===== config.mk =====
export PLATFORM = sky130hd
export DESIGN_NAME = btree_reduce_8_flat
export DESIGN_NICKNAME = d
export VERILOG_FILES = /design/src/rtl/btree_pkg.sv /design/src/rtl/btree_reduce_8_if.sv /design/src/rtl/btree_add_level.sv /design/src/rtl/btree_reduce_8.sv /design/src/flat_wrapper.sv
export SDC_FILE = /design/constraint.sdc
export NUM_CORES = 1
export LEC_CHECK = 0
export ABC_AREA = 1
export CAP_MARGIN = 20
export CELL_PAD_IN_SITES_DETAIL_PLACEMENT = 1
export CELL_PAD_IN_SITES_GLOBAL_PLACEMENT = 1
export CORE_UTILIZATION = 35
export CTS_CLUSTER_SIZE = 24
export DETAILED_ROUTE_END_ITERATION = 8
export PLACE_DENSITY_LB_ADDON = 0.1
export SETUP_SLACK_MARGIN = 0.02
export SYNTH_ARGS = -nofsm -noshare
export SYNTH_HDL_FRONTEND = slang
export SYNTH_SLANG_ARGS = --single-unit

===== constraint.sdc =====
create_clock -name clk -period 1.8 [get_ports clk]
set_input_delay 0.36 -clock clk [delete_from_list [all_inputs] [get_ports clk]]
set_output_delay 0.36 -clock clk [all_outputs]
set_load 0.02 [all_outputs]

===== src/rtl/btree_pkg.sv =====
// rtl/btree_pkg.sv - shared widths, lane type and saturating add for btree_reduce_8
// sat_add is used only when BTREE_REDUCE_SAT_EN is defined.
package btree_pkg;

  localparam int BTREE_WIDTH = 32;
  localparam int BTREE_LANES = 8;

  typedef logic [BTREE_WIDTH-1:0] lane_t;

  typedef struct packed {
    logic  sat;
    lane_t sum;
  } sat_sum_t;

  // Signed overflow happens only when both operands share a sign the wrapped sum lacks.
  function automatic sat_sum_t sat_add(input lane_t a, input lane_t b);
    sat_sum_t r;
    lane_t    wrap;
    wrap  = a + b;
    r.sat = (a[BTREE_WIDTH-1] == b[BTREE_WIDTH-1]) &&
            (wrap[BTREE_WIDTH-1] != a[BTREE_WIDTH-1]);
    if (r.sat) begin
      r.sum = a[BTREE_WIDTH-1] ? {1'b1, {(BTREE_WIDTH-1){1'b0}}}
                               : {1'b0, {(BTREE_WIDTH-1){1'b1}}};
    end else begin
      r.sum = wrap;
    end
    return r;
  endfunction

endpackage


===== src/rtl/btree_reduce_8_if.sv =====
// rtl/btree_reduce_8_if.sv - vector input / scalar result handshake bundle
// slave is the reducer side, master is the producer/consumer side.
interface btree_reduce_8_if
  import btree_pkg::*;
#(
  parameter int WIDTH = BTREE_WIDTH,
  parameter int LANES = BTREE_LANES
) ();

  logic                   in_valid;
  logic                   in_ready;
  logic [LANES*WIDTH-1:0] in_data;
  logic                   out_valid;
  logic                   out_ready;
  logic [WIDTH-1:0]       out_data;
  logic                   out_sat;
  logic                   busy;

  modport slave (
    input  in_valid, in_data, out_ready,
    output in_ready, out_valid, out_data, out_sat, busy
  );

  modport master (
    output in_valid, in_data, out_ready,
    input  in_ready, out_valid, out_data, out_sat, busy
  );

endinterface


===== src/rtl/btree_add_level.sv =====
// rtl/btree_add_level.sv - one registered pairwise-add level of the reduction tree
// BTREE_REDUCE_SAT_EN selects saturating adds and builds the per-lane sat registers.
module btree_add_level
  import btree_pkg::*;
#(
  parameter int IN_LANES = 8
) (
  input  logic                                clk,
  input  logic                                rst,
  input  logic                                up_valid_i,
  input  logic [IN_LANES*BTREE_WIDTH-1:0]     up_data_i,
  input  logic [IN_LANES-1:0]                 up_sat_i,
  input  logic                                dn_ready_i,
  output logic                                ready_o,
  output logic                                valid_o,
  output logic [(IN_LANES/2)*BTREE_WIDTH-1:0] data_o,
  output logic [IN_LANES/2-1:0]               sat_o
);

  localparam int W         = BTREE_WIDTH;
  localparam int OUT_LANES = IN_LANES / 2;

  logic                   valid_q, valid_d;
  logic [OUT_LANES*W-1:0] data_q, data_d;
  logic [OUT_LANES*W-1:0] sum_w;

  // An empty level always accepts, so bubbles collapse under a downstream stall.
  assign ready_o = dn_ready_i | ~valid_q;
  assign valid_o = valid_q;
  assign data_o  = data_q;

`ifdef BTREE_REDUCE_SAT_EN
  logic [OUT_LANES-1:0] sat_w;
  logic [OUT_LANES-1:0] sat_q, sat_d;
`endif

  for (genvar j = 0; j < OUT_LANES; j++) begin : g_pair
    lane_t a, b;
    assign a = up_data_i[(2*j)*W +: W];
    assign b = up_data_i[(2*j+1)*W +: W];
`ifdef BTREE_REDUCE_SAT_EN
    sat_sum_t r;
    assign r                = sat_add(a, b);
    assign sum_w[j*W +: W]  = r.sum;
    assign sat_w[j]         = r.sat | up_sat_i[2*j] | up_sat_i[2*j+1];
`else
    assign sum_w[j*W +: W]  = a + b;
`endif
  end

  always_comb begin
    valid_d = valid_q;
    data_d  = data_q;
    if (ready_o) begin
      valid_d = up_valid_i;
      if (up_valid_i) begin
        data_d = sum_w;
      end
    end
  end

  always_ff @(posedge clk) begin
    if (rst) begin
      valid_q <= 1'b0;
      data_q  <= '0;
    end else begin
      valid_q <= valid_d;
      data_q  <= data_d;
    end
  end

`ifdef BTREE_REDUCE_SAT_EN
  always_comb begin
    sat_d = sat_q;
    if (ready_o && up_valid_i) begin
      sat_d = sat_w;
    end
  end

  always_ff @(posedge clk) begin
    if (rst) begin
      sat_q <= '0;
    end else begin
      sat_q <= sat_d;
    end
  end

  assign sat_o = sat_q;
`else
  logic unused_sat;
  assign unused_sat = ^up_sat_i;
  assign sat_o      = '0;
`endif

endmodule


===== src/rtl/btree_reduce_8.sv =====
// rtl/btree_reduce_8.sv - 8-lane to 1-lane pipelined binary-tree adder
// Three btree_add_level stages; BTREE_REDUCE_SAT_EN enables signed saturation and out_sat.
module btree_reduce_8
  import btree_pkg::*;
(
  input  logic            clk,
  input  logic            rst,
  btree_reduce_8_if.slave bus
);

  localparam int W = BTREE_WIDTH;

  logic           ready1, ready2, ready3;
  logic           v1, v2, v3;
  logic [4*W-1:0] d1;
  logic [2*W-1:0] d2;
  logic [W-1:0]   d3;
  logic [3:0]     s1;
  logic [1:0]     s2;
  logic [0:0]     s3;

  btree_add_level #(.IN_LANES(BTREE_LANES)) u_l1 (
    .clk        (clk),
    .rst        (rst),
    .up_valid_i (bus.in_valid),
    .up_data_i  (bus.in_data),
    .up_sat_i   ({BTREE_LANES{1'b0}}),
    .dn_ready_i (ready2),
    .ready_o    (ready1),
    .valid_o    (v1),
    .data_o     (d1),
    .sat_o      (s1)
  );

  btree_add_level #(.IN_LANES(4)) u_l2 (
    .clk        (clk),
    .rst        (rst),
    .up_valid_i (v1),
    .up_data_i  (d1),
    .up_sat_i   (s1),
    .dn_ready_i (ready3),
    .ready_o    (ready2),
    .valid_o    (v2),
    .data_o     (d2),
    .sat_o      (s2)
  );

  btree_add_level #(.IN_LANES(2)) u_l3 (
    .clk        (clk),
    .rst        (rst),
    .up_valid_i (v2),
    .up_data_i  (d2),
    .up_sat_i   (s2),
    .dn_ready_i (bus.out_ready),
    .ready_o    (ready3),
    .valid_o    (v3),
    .data_o     (d3),
    .sat_o      (s3)
  );

  assign bus.in_ready  = ready1 & ~rst;
  assign bus.out_valid = v3;
  assign bus.out_data  = d3;
  assign bus.out_sat   = s3[0];
  assign bus.busy      = v1 | v2 | v3;

endmodule


===== src/flat_wrapper.sv =====
// flat-port wrapper written by rule: the top's interface ports become plain ports
module btree_reduce_8_flat import btree_pkg::*;
  (clk, rst, bus_in_valid, bus_in_data, bus_out_ready, bus_in_ready, bus_out_valid, bus_out_data, bus_out_sat, bus_busy);
  btree_reduce_8_if bus_i ();
  input  logic clk;
  input  logic rst;
  input wire logic [$bits(bus_i.in_valid)-1:0] bus_in_valid;
  input wire logic [$bits(bus_i.in_data)-1:0] bus_in_data;
  input wire logic [$bits(bus_i.out_ready)-1:0] bus_out_ready;
  output wire logic [$bits(bus_i.in_ready)-1:0] bus_in_ready;
  output wire logic [$bits(bus_i.out_valid)-1:0] bus_out_valid;
  output wire logic [$bits(bus_i.out_data)-1:0] bus_out_data;
  output wire logic [$bits(bus_i.out_sat)-1:0] bus_out_sat;
  output wire logic [$bits(bus_i.busy)-1:0] bus_busy;
  assign bus_i.in_valid = bus_in_valid;
  assign bus_i.in_data = bus_in_data;
  assign bus_i.out_ready = bus_out_ready;
  assign bus_in_ready = bus_i.in_ready;
  assign bus_out_valid = bus_i.out_valid;
  assign bus_out_data = bus_i.out_data;
  assign bus_out_sat = bus_i.out_sat;
  assign bus_busy = bus_i.busy;
  btree_reduce_8 u_core (.clk(clk), .rst(rst), .bus(bus_i));
endmodule

==> Flow_metrics.wiki, run 1 <==
{| class="wikitable"
! Metric !! Value
|-
| Cell taking the most area after synthesis || nand2_1
|-
| Via count of the first global-routing pass || between 30,000 and 40,000
|-
| Hold buffer count at cts || 0
|-
| Headroom to the max-slew limit || 0.3601
|-
| Antenna violations before repair || 3
|-
| Cell-by-cell listing of the critical path || ha_4 > nand2_2 > nand2_1 > nand2_1 > nand2_1 > nand2_2 > nand3_4 > buf_6 > xor2_2 > o21ai_1 > inv_1
|-
| Via Count || 31,240
|-
| Clock tree from TritonCTS || built
|-
| Ys Warns || 0
|-
| Most used DFF post-synth || dfxtp_1
|-
| Area enclosed by the die boundary || 72,320 um2
|-
| Critical path type || flip-flop to flip-flop
|-
| Share of the yosys chip area belonging to registers || 0.1822
|-
| Max Transition Viols Final || 0
|-
| Detailed-routing iteration count for the pre-antenna-repair pass || 5
|-
| Most frequently used cell type in the post-synthesis netlist || nand2_1
|-
| Endpoint kind of the worst setup timing path || flip-flop
|-
| Mean cell area of the mapped netlist || ~5.4 um2
|-
| Violation count after the first detailed-route iteration || 1,476
|-
| Drt wl/cell || 17.90 um
|-
| Violated checks || negative setup slack
|-
| Routed length on met2 || slightly below 60 mm
|-
| Master cell of the clock root buffer || clkbuf_16
|-
| Worst-case setup margin in the final layout || -0.1270 ns
|-
| Starting density of the core || 0.3549
|-
| Largest delay contributor family on the critical path || simple AND/OR/NAND/NOR gates
|-
| GRT Overall Usage || 0.2728
|-
| Clock Path Buffers || 3
|-
| Slew of the pin with the lowest slew margin || 0.9599 ns
|-
| First-pass GRT wire length || between 150 and 200 mm
|-
| Maximum fanout count along the critical path || 5
|-
| LEAKAGE || ~22 nW
|-
| Final routed wirelength across all metal layers || approximately 110 mm
|-
| Die W || 268.9 um
|-
| Final core area utilization || 0.5573
|-
| DP Wirelength || 80.40 mm
|-
| Routed length on met1 || 49.27 mm
|-
| Final worst-path cycle share || 1.071
|-
| Class of the worst hold path || primary input to flip-flop
|-
| Total number of nets in the final design || between 5,000 and 6,000
|-
| Die Span Y || 268.9 um
|-
| Hold path startpoint || bus_in_data[0]
|-
| Power per standard cell area || 591.9 nW/um2
|-
| Fraction of final layout cells sized beyond drive strength 1 || 0.3059
|-
| Top layer in use || met4
|-
| Worst endpoint required time || 2.26 ns
|-
| Startpoint of the worst register-to-register path || u_core.u_l1.data_o[35]$_SDFFE_PP0P_
|-
| Result of the run || complete, but fails checks
|-
| Reg-to-reg setup timing slack || -0.13 ns
|-
| Growth of design area from synthesis to finish || 57.06%
|-
| Final Critical Period || 1.927 ns
|-
| Setup slack at placement || -0.6670 ns
|-
| Setup violation total in the final timing report || 44
|-
| Placed cell areas || 32,420 um2
|-
| Cell mode on critical path || nand2_1
|-
| Residual DRC count || 0
|-
| Met3 WL post-DR || 3.302 mm
|-
| Area of the mapped netlist || 24,940 um2
|-
| Final hold violation count || 0
|-
| DRT antenna net count || 0
|-
| Count of boundary I/O pins || 296
|-
| Max-cap viol count || 0
|-
| Number of buffers and inverters on the critical path || 2
|-
| Unrepaired setup endpoints after global routing || yes
|-
| CP Launch Point || u_core.u_l1.data_o[35]$_SDFFE_PP0P_
|-
| Clock Skew || about 0.036 ns
|-
| Register clock-pin slew on the reported worst setup and hold paths || 0.06 ns
|-
| Num rows || 97
|-
| Worst r2r path cells || 11
|-
| Element type at the critical path start || flip-flop
|-
| Crit-path slowest cell || dfxtp_4
|-
| Number of vias per cell || between 4 and 5
|-
| Ranking of synthesized cells by instance count || nand2_1 (1,629), inv_1 (955), nor2_1 (677)
|-
| Fraction of registers with async set or reset after synthesis || 0
|-
| Final estimated routing congestion in global placement || 0.8928
|-
| Hold Path Depth || 4
|-
| Number of levels in the clock H-tree || 1
|-
| Worst r2r dst || u_core.u_l2.data_o[10]$_SDFFE_PP0P_
|-
| Pin count of the biggest net entering global routing || 179
|-
| Num CTS Buffers || 29
|-
| Number of synthesized register bits || 227
|-
| Hold-critical path endpoint || u_core.u_l1.data_o[0]$_SDFFE_PP0P_
|-
| Arrival time worst endpoint || 2.39 ns
|-
| Quantity of I/O buffers inserted on ports || roughly 290
|-
| Synth top area cells || nand2_1 (25%), dfxtp_1 (18%), inv_1 (14%)
|-
| Number of clock sinks || 227
|-
| Core Box Area || roughly 70,000 um2
|-
| Count of flip-flops with a built-in enable after synthesis || 0
|-
| Cells after Synth || approximately 4,600
|-
| Total nets after synthesis || 5,115
|-
| Distinct cell type count after synthesis || 35
|-
| Clock Latency Late Sink || 0.58 ns
|-
| Power Total || about 23 mW
|-
| Post-route standard cell area excluding fillers || 39,170 um2
|-
| Worst ir drop on vdd || 0.0007995 V
|-
| Setup TNS after final layout || -2.271 ns
|-
| Global route overflow || 0
|-
| Max frequency || 518.9 MHz
|-
| Synth top area share || 0.2452
|-
| Biggest cell delay along the critical path || about 0.37 ns
|}
## placed cells by master (no fill, tap or decap), types with 11 or more instances in the layout
| cell | n |
|---|---|
| nand2_1 | 1290 |
| inv_1 | 911 |
| nor2_1 | 563 |
| buf_4 | 473 |
| nand2_2 | 291 |
| clkdlybuf4s50_1 | 198 |
| nand3_1 | 185 |
| ha_4 | 162 |
| dfxtp_2 | 103 |
| nor2_2 | 96 |
| a21oi_1 | 91 |
| o21ai_0 | 89 |
| dfxtp_1 | 85 |
| a21oi_2 | 79 |
| nand3_2 | 77 |
| nand2_4 | 73 |
| xor2_1 | 68 |
| dlymetal6s2s_1 | 56 |
| inv_2 | 45 |
| ha_1 | 45 |
| o21ai_1 | 39 |
| dfxtp_4 | 39 |
| dlygate4sd2_1 | 37 |
| buf_6 | 36 |
| nor2_4 | 30 |
| nand3_4 | 30 |
| clkbuf_16 | 29 |
| xnor2_1 | 25 |
| o21bai_1 | 21 |
| nand4_1 | 21 |
| nor3_2 | 16 |
| xor2_2 | 12 |
| buf_12 | 11 |
## worst reg2reg max path, stage by stage, from the launching register on
cell     delay, ns
dfxtp_4       0.37
ha_4          0.29
nand2_2       0.11
nand2_1       0.08
nand2_1       0.10
nand2_1       0.08
nand2_2       0.10
nand3_4       0.15
buf_6         0.16
xor2_2        0.15
o21ai_1       0.18
inv_1         0.07
## flip-flops by register name, indices dropped and copies added, names as in the netlist
name                 flops
u_core.u_l3.valid_o      1
u_core.u_l1.data_o     128
u_core.u_l2.data_o      64
u_core.u_l1.valid_o      1
u_core.u_l2.valid_o      1
u_core.u_l3.data_o      32
## stage by stage
stage | cells | hold WS (ns)
floorplan | 4631 | 0.4579
global placement | 6272 | 0.4694
detailed placement | 6272 | 0.4798
CTS | 6328 | 0.3657
global route | 6362 | 0.2574
finish | 6362 | 0.2149
## layout make-up
type	instances	area [um2]
Fill cell	9296	31110
Multi-Input combinational cell	3372	21460
Timing Repair Buffer	812	7194
Sequential cell	227	4820
Inverter	960	3616
Tap cell	940	1176
Clock buffer	39	803.3
Clock inverter	10	95.09
Antenna cell	2	5.005
## layer usage
| metal | GRT usage | vias up |
|---|---|---|
| met5 | 0 | - |
| met4 | 0.05498 | 0 |
| met3 | 0.01653 | 193 |
| met2 | 0.4924 | 619 |
| met1 | 0.3553 | 14950 |
| li1 | - | 15480 |
## power by group
group	switching, mW	internal (mW)	total [mW]
Clock	2.42	3.26	5.68
Combinational	6.25	5.10	11.3
Sequential	0.637	5.52	6.16
## kinds of logic (layout without fill, tap and decap cells)
group / after synthesis / in the layout / share of synthesized area
and+or+nand+nor: 2689 / 2689 / 0.4299
buffers and inverters: 1032 / 1821 / 0.1606
AOI/OAI and AO/OA: 350 / 350 / 0.07476
DFF: 227 / 227 / 0.1822
adders and majority gates: 224 / 224 / 0.1145
xor gates and xnor gates: 108 / 108 / 0.03793
other: 1 / 3 / 0.0001504
## how the worst max path moves through the flow
stage	slack, ns	depth (start not counted)	to
2_1_floorplan	-0.02	11	u_core.u_l1.data_o[48]$_SDFFE_PP0P_
3_3_place_gp	-0.60	12	u_core.u_l1.data_o[93]$_SDFFE_PP0P_
3_5_place_dp	-0.67	14	u_core.u_l1.data_o[86]$_SDFFE_PP0P_
4_1_cts	-0.04	11	u_core.u_l2.data_o[16]$_SDFFE_PP0P_
5_1_grt	-0.22	13	u_core.u_l1.data_o[24]$_SDFFE_PP0P_
6_report	-0.13	11	u_core.u_l2.data_o[10]$_SDFFE_PP0P_
## what timing repair did
action                                  in CTS  in global routing
pin swaps                                   56                274
endpoints found under the setup margin     144                179
buffers inserted                             9                 32
resized for setup                          380               1047
Note: power is estimated with default switching activity, not from simulation.
==> inputs of run 2 (changes only) <==
- HOLD_SLACK_MARGIN: default -> 0.12
- clock period: 1.8 -> 1.7 ns (I/O delays scaled with it)
==> Flow_metrics.wiki, run 2 (same netlist as run 1, synthesis figures left out) <==
{| class="wikitable"
! Metric !! Value
|-
| Result of the run || complete, but fails checks
|-
| Violated checks || negative setup slack
|-
| Cell-by-cell listing of the critical path || nand2_2 > nor2_4 > nand2_4 > buf_12 > nand2_8 > clkinv_16 > buf_12 > buf_12 > buf_6 > nor2_1 > nor2_1 > nand2_1 > inv_1
|-
| Startpoint of the worst register-to-register path || u_core.u_l3.valid_o$_SDFFE_PP0P_
|-
| Most used cells in the layout excluding fill and tap cells || nand2_1 (1,209), inv_1 (897), nor2_1 (473)
|-
| Final core area utilization || 0.5919 (+0.03454)
|-
| Reg-to-reg setup timing slack || -0.27 ns (-0.14 ns)
|-
| Growth of design area from synthesis to finish || 66.79%
|-
| Class of the worst hold path || primary input to flip-flop
|-
| Number of vias per cell || 5.092 (+3.7%)
|-
| Worst Hold Slack || 0.2163 ns (+0.001402 ns)
|-
| Biggest cell delay along the critical path || 0.34 ns (-0.03 ns)
|-
| Post-route standard cell area excluding fillers || 41,590 um2 (+6.2%)
|-
| Clock Skew || 0.02529 ns (-0.01091 ns)
|-
| Flip-flop count of the largest register, all copies and words added || 128 (unchanged)
|-
| Number of levels in the clock H-tree || 1 (unchanged)
|-
| Worst r2r dst || u_core.u_l1.data_o[118]$_SDFFE_PP0P_
|-
| Largest delay contributor family on the critical path || simple AND/OR/NAND/NOR gates
|-
| Combinational Power Share || 0.505 (+0.016)
|-
| Critical path type || flip-flop to flip-flop
|-
| Detailed-routing iteration count for the pre-antenna-repair pass || 6 (+1)
|-
| Antenna violations before repair || 2 (-1)
|-
| Number of clock sinks || 227 (unchanged)
|-
| Cell mode on critical path || buf_12
|-
| Total number of nets in the final design || 5,893 (+0.12%)
|-
| Via count of the first global-routing pass || 31,190 (+0.55%)
|-
| Master cell of the clock root buffer || clkbuf_16
|-
| Violation count after the first detailed-route iteration || 1,542 (+4.5%)
|-
| Residual DRC count || 0 (unchanged)
|-
| Element type at the critical path start || flip-flop
|-
| Worst r2r path cells || 13 (+2)
|-
| Final estimated routing congestion in global placement || 0.8946 (+0.20%)
|-
| Max frequency || 508.3 MHz (-2.0%)
|-
| DP Wirelength || 80.88 mm (+0.60%)
|-
| Register clock-pin slew on the reported worst setup and hold paths || 0.06 ns (about the same)
|-
| Critical path capture point || u_core.u_l1.data_o[118]$_SDFFE_PP0P_
|-
| Power per standard cell area || 628.3 nW/um2 (+6.1%)
|-
| Area enclosed by the die boundary || 72,320 um2 (unchanged)
|-
| LEAKAGE || 23.33 nW (+6.5%)
|-
| Instance count after placement with tap cells included || 6,235 (-0.59%)
|-
| Drt wl/cell || 20.09 um (+12%)
|-
| Quantity of I/O buffers inserted on ports || 294 (unchanged)
|-
| Core Box Area || 70,270 um2 (unchanged)
|-
| Count of boundary I/O pins || 296 (unchanged)
|-
| Endpoint kind of the worst setup timing path || flip-flop
|-
| Placed cell areas || 32,280 um2 (-0.45%)
|-
| Number of buffers and inverters on the critical path || 6 (+4)
|-
| Worst-case setup margin in the final layout || -0.2672 ns (-0.1402 ns)
|-
| Setup TNS after final layout || -20.04 ns (-17.77 ns)
|-
| Die W || 268.9 um (unchanged)
|-
| Switch Pwr || 10.79 mW (+16%)
|-
| Fraction of power consumed by sequential logic || 0.254 (-0.012)
|-
| Num rows || 97 (unchanged)
|-
| Starting density of the core || 0.3549 (unchanged)
|-
| Setup violation total in the final timing report || 195 (+340%)
|-
| Int Power || 15.35 mW (+11%)
|-
| Hold Path Depth || 4 (unchanged)
|-
| Arrival time worst endpoint || 2.43 ns (+0.04 ns)
|-
| First-pass GRT wire length || 162.0 mm (+2.3%)
|-
| Total number of cells along the worst setup path || 13 (+2)
|-
| Die Span Y || 268.9 um (unchanged)
|-
| Max-cap viol count || 0 (unchanged)
|-
| Final routed wirelength across all metal layers || 128.0 mm (+12%)
|-
| Switching share of total power || 0.4128 (+0.01152)
|-
| Unrepaired setup endpoints after global routing || yes
|-
| Pin count of the biggest net entering global routing || 55 (-69%)
|-
| Hold buffer count at cts || 0 (unchanged)
|-
| Clock Latency Late Sink || 0.59 ns (about the same)
|-
| Clock tree from TritonCTS || built
|-
| Max Transition Viols Final || 0 (unchanged)
|-
| Crit-path slowest cell || dfxtp_2
|-
| GRT Overall Usage || 0.2796 (+0.006726)
|-
| Worst ir drop on vdd || 0.0007920 V (-0.94%)
|-
| Final hold violation count || 0 (unchanged)
|-
| Share of total power in the clock network || 0.242 (-0.003)
|-
| DRT antenna net count || 0 (unchanged)
|-
| Most common cell after layout, fill and taps aside || nand2_1
|-
| Via Count || 32,430 (+3.8%)
|-
| Final worst-path cycle share || 1.157 (+0.08660)
|-
| Global route overflow || 0 (unchanged)
|-
| CP Launch Point || u_core.u_l3.valid_o$_SDFFE_PP0P_
|-
| Fraction of final layout cells sized beyond drive strength 1 || 0.3586 (+0.05267)
|-
| Final Critical Period || 1.967 ns (+0.04017 ns)
|-
| Maximum fanout count along the critical path || 6 (+1)
|-
| Num CTS Buffers || 29 (unchanged)
|-
| Clock Path Buffers || 3 (unchanged)
|-
| Worst endpoint required time || 2.16 ns (-0.10 ns)
|-
| Count of placed standard cells in the final layout, fillers left out || 6,369 (+0.11%)
|}
-- run 2: changes by cell type in the layout (fill, tap and decap cells not counted), sizes merged --
cell           delta
clkdlybuf4s50    -73
buf               -6
dlymetal6s2s     +68
dlygate4sd2       +3
bufinv            +2
clkbuf           +11
clkinvlp          -1
clkinv            +7
clkdlybuf4s15     -1
inv               -3
-- run 2: cell type report --
type,count,area [um2]
Inverter,960,3677
Clock buffer,34,764.5
Fill cell,9010,28680
Tap cell,940,1176
Timing Repair Buffer,819,7893
Clock inverter,15,167.7
Multi-Input combinational cell,3372,23070
Sequential cell,227,4842
Antenna cell,2,5.005
-- run 2: worst min path at each step --
stage,start,to,slack [ns]
3_3_place_gp,u_core.u_l3.data_o[1]$_SDFFE_PP0P_,u_core.u_l3.data_o[1]$_SDFFE_PP0P_,0.47
6_report,bus_in_data[0],u_core.u_l1.data_o[0]$_SDFFE_PP0P_,0.22
5_1_grt,bus_in_data[0],u_core.u_l1.data_o[0]$_SDFFE_PP0P_,0.27
3_5_place_dp,u_core.u_l3.data_o[9]$_SDFFE_PP0P_,u_core.u_l3.data_o[9]$_SDFFE_PP0P_,0.48
2_1_floorplan,u_core.u_l2.data_o[32]$_SDFFE_PP0P_,u_core.u_l2.data_o[32]$_SDFFE_PP0P_,0.46
4_1_cts,rst,u_core.u_l1.data_o[3]$_SDFFE_PP0P_,0.36
-- run 2: metrics by stage --
step / power, mW / setup slack [ns]
finish: 26.13 / -0.2672
global route: 27.29 / -0.3409
CTS: 23.29 / -0.1680
detailed placement: 15.67 / -0.8047
global placement: 15.45 / -0.7372
floorplan: 11.23 / 0.02037
-- run 2: timing repair --
item,CTS,global route
buffers inserted,14,52
gates resized for setup,760,1208
pin swaps,147,324
setup endpoints to repair,196,185
gates cloned,0,20
-- run 2: power groups by stage --
stage,clock [mW],sequential (mW),combinational (mW)
5_1_grt,6.56,6.63,14.1
3_5_place_dp,0,6.35,9.31
2_1_floorplan,0,6.15,5.08
4_1_cts,6.29,6.47,10.5
6_report,6.32,6.63,13.2
3_3_place_gp,0,6.34,9.11
-- run 2: worst reg2reg max path, cell delays in order (launching register included) --
cell       delay, ns
dfxtp_2         0.34
nand2_2         0.08
nor2_4          0.16
nand2_4         0.08
buf_12          0.13
nand2_8         0.13
clkinv_16       0.11
buf_12          0.16
buf_12          0.15
buf_6           0.13
nor2_1          0.12
nor2_1          0.07
nand2_1         0.12
inv_1           0.06
-- run 2: per-layer routing --
metal	vias to the layer above	part of all wire	GRT usage
li1	15500	-	-
met1	15680	0.41	0.3607
met2	916	0.50	0.5077
met3	333	0.047	0.02009
met4	0	0.044	0.05329
met5	-	0	0
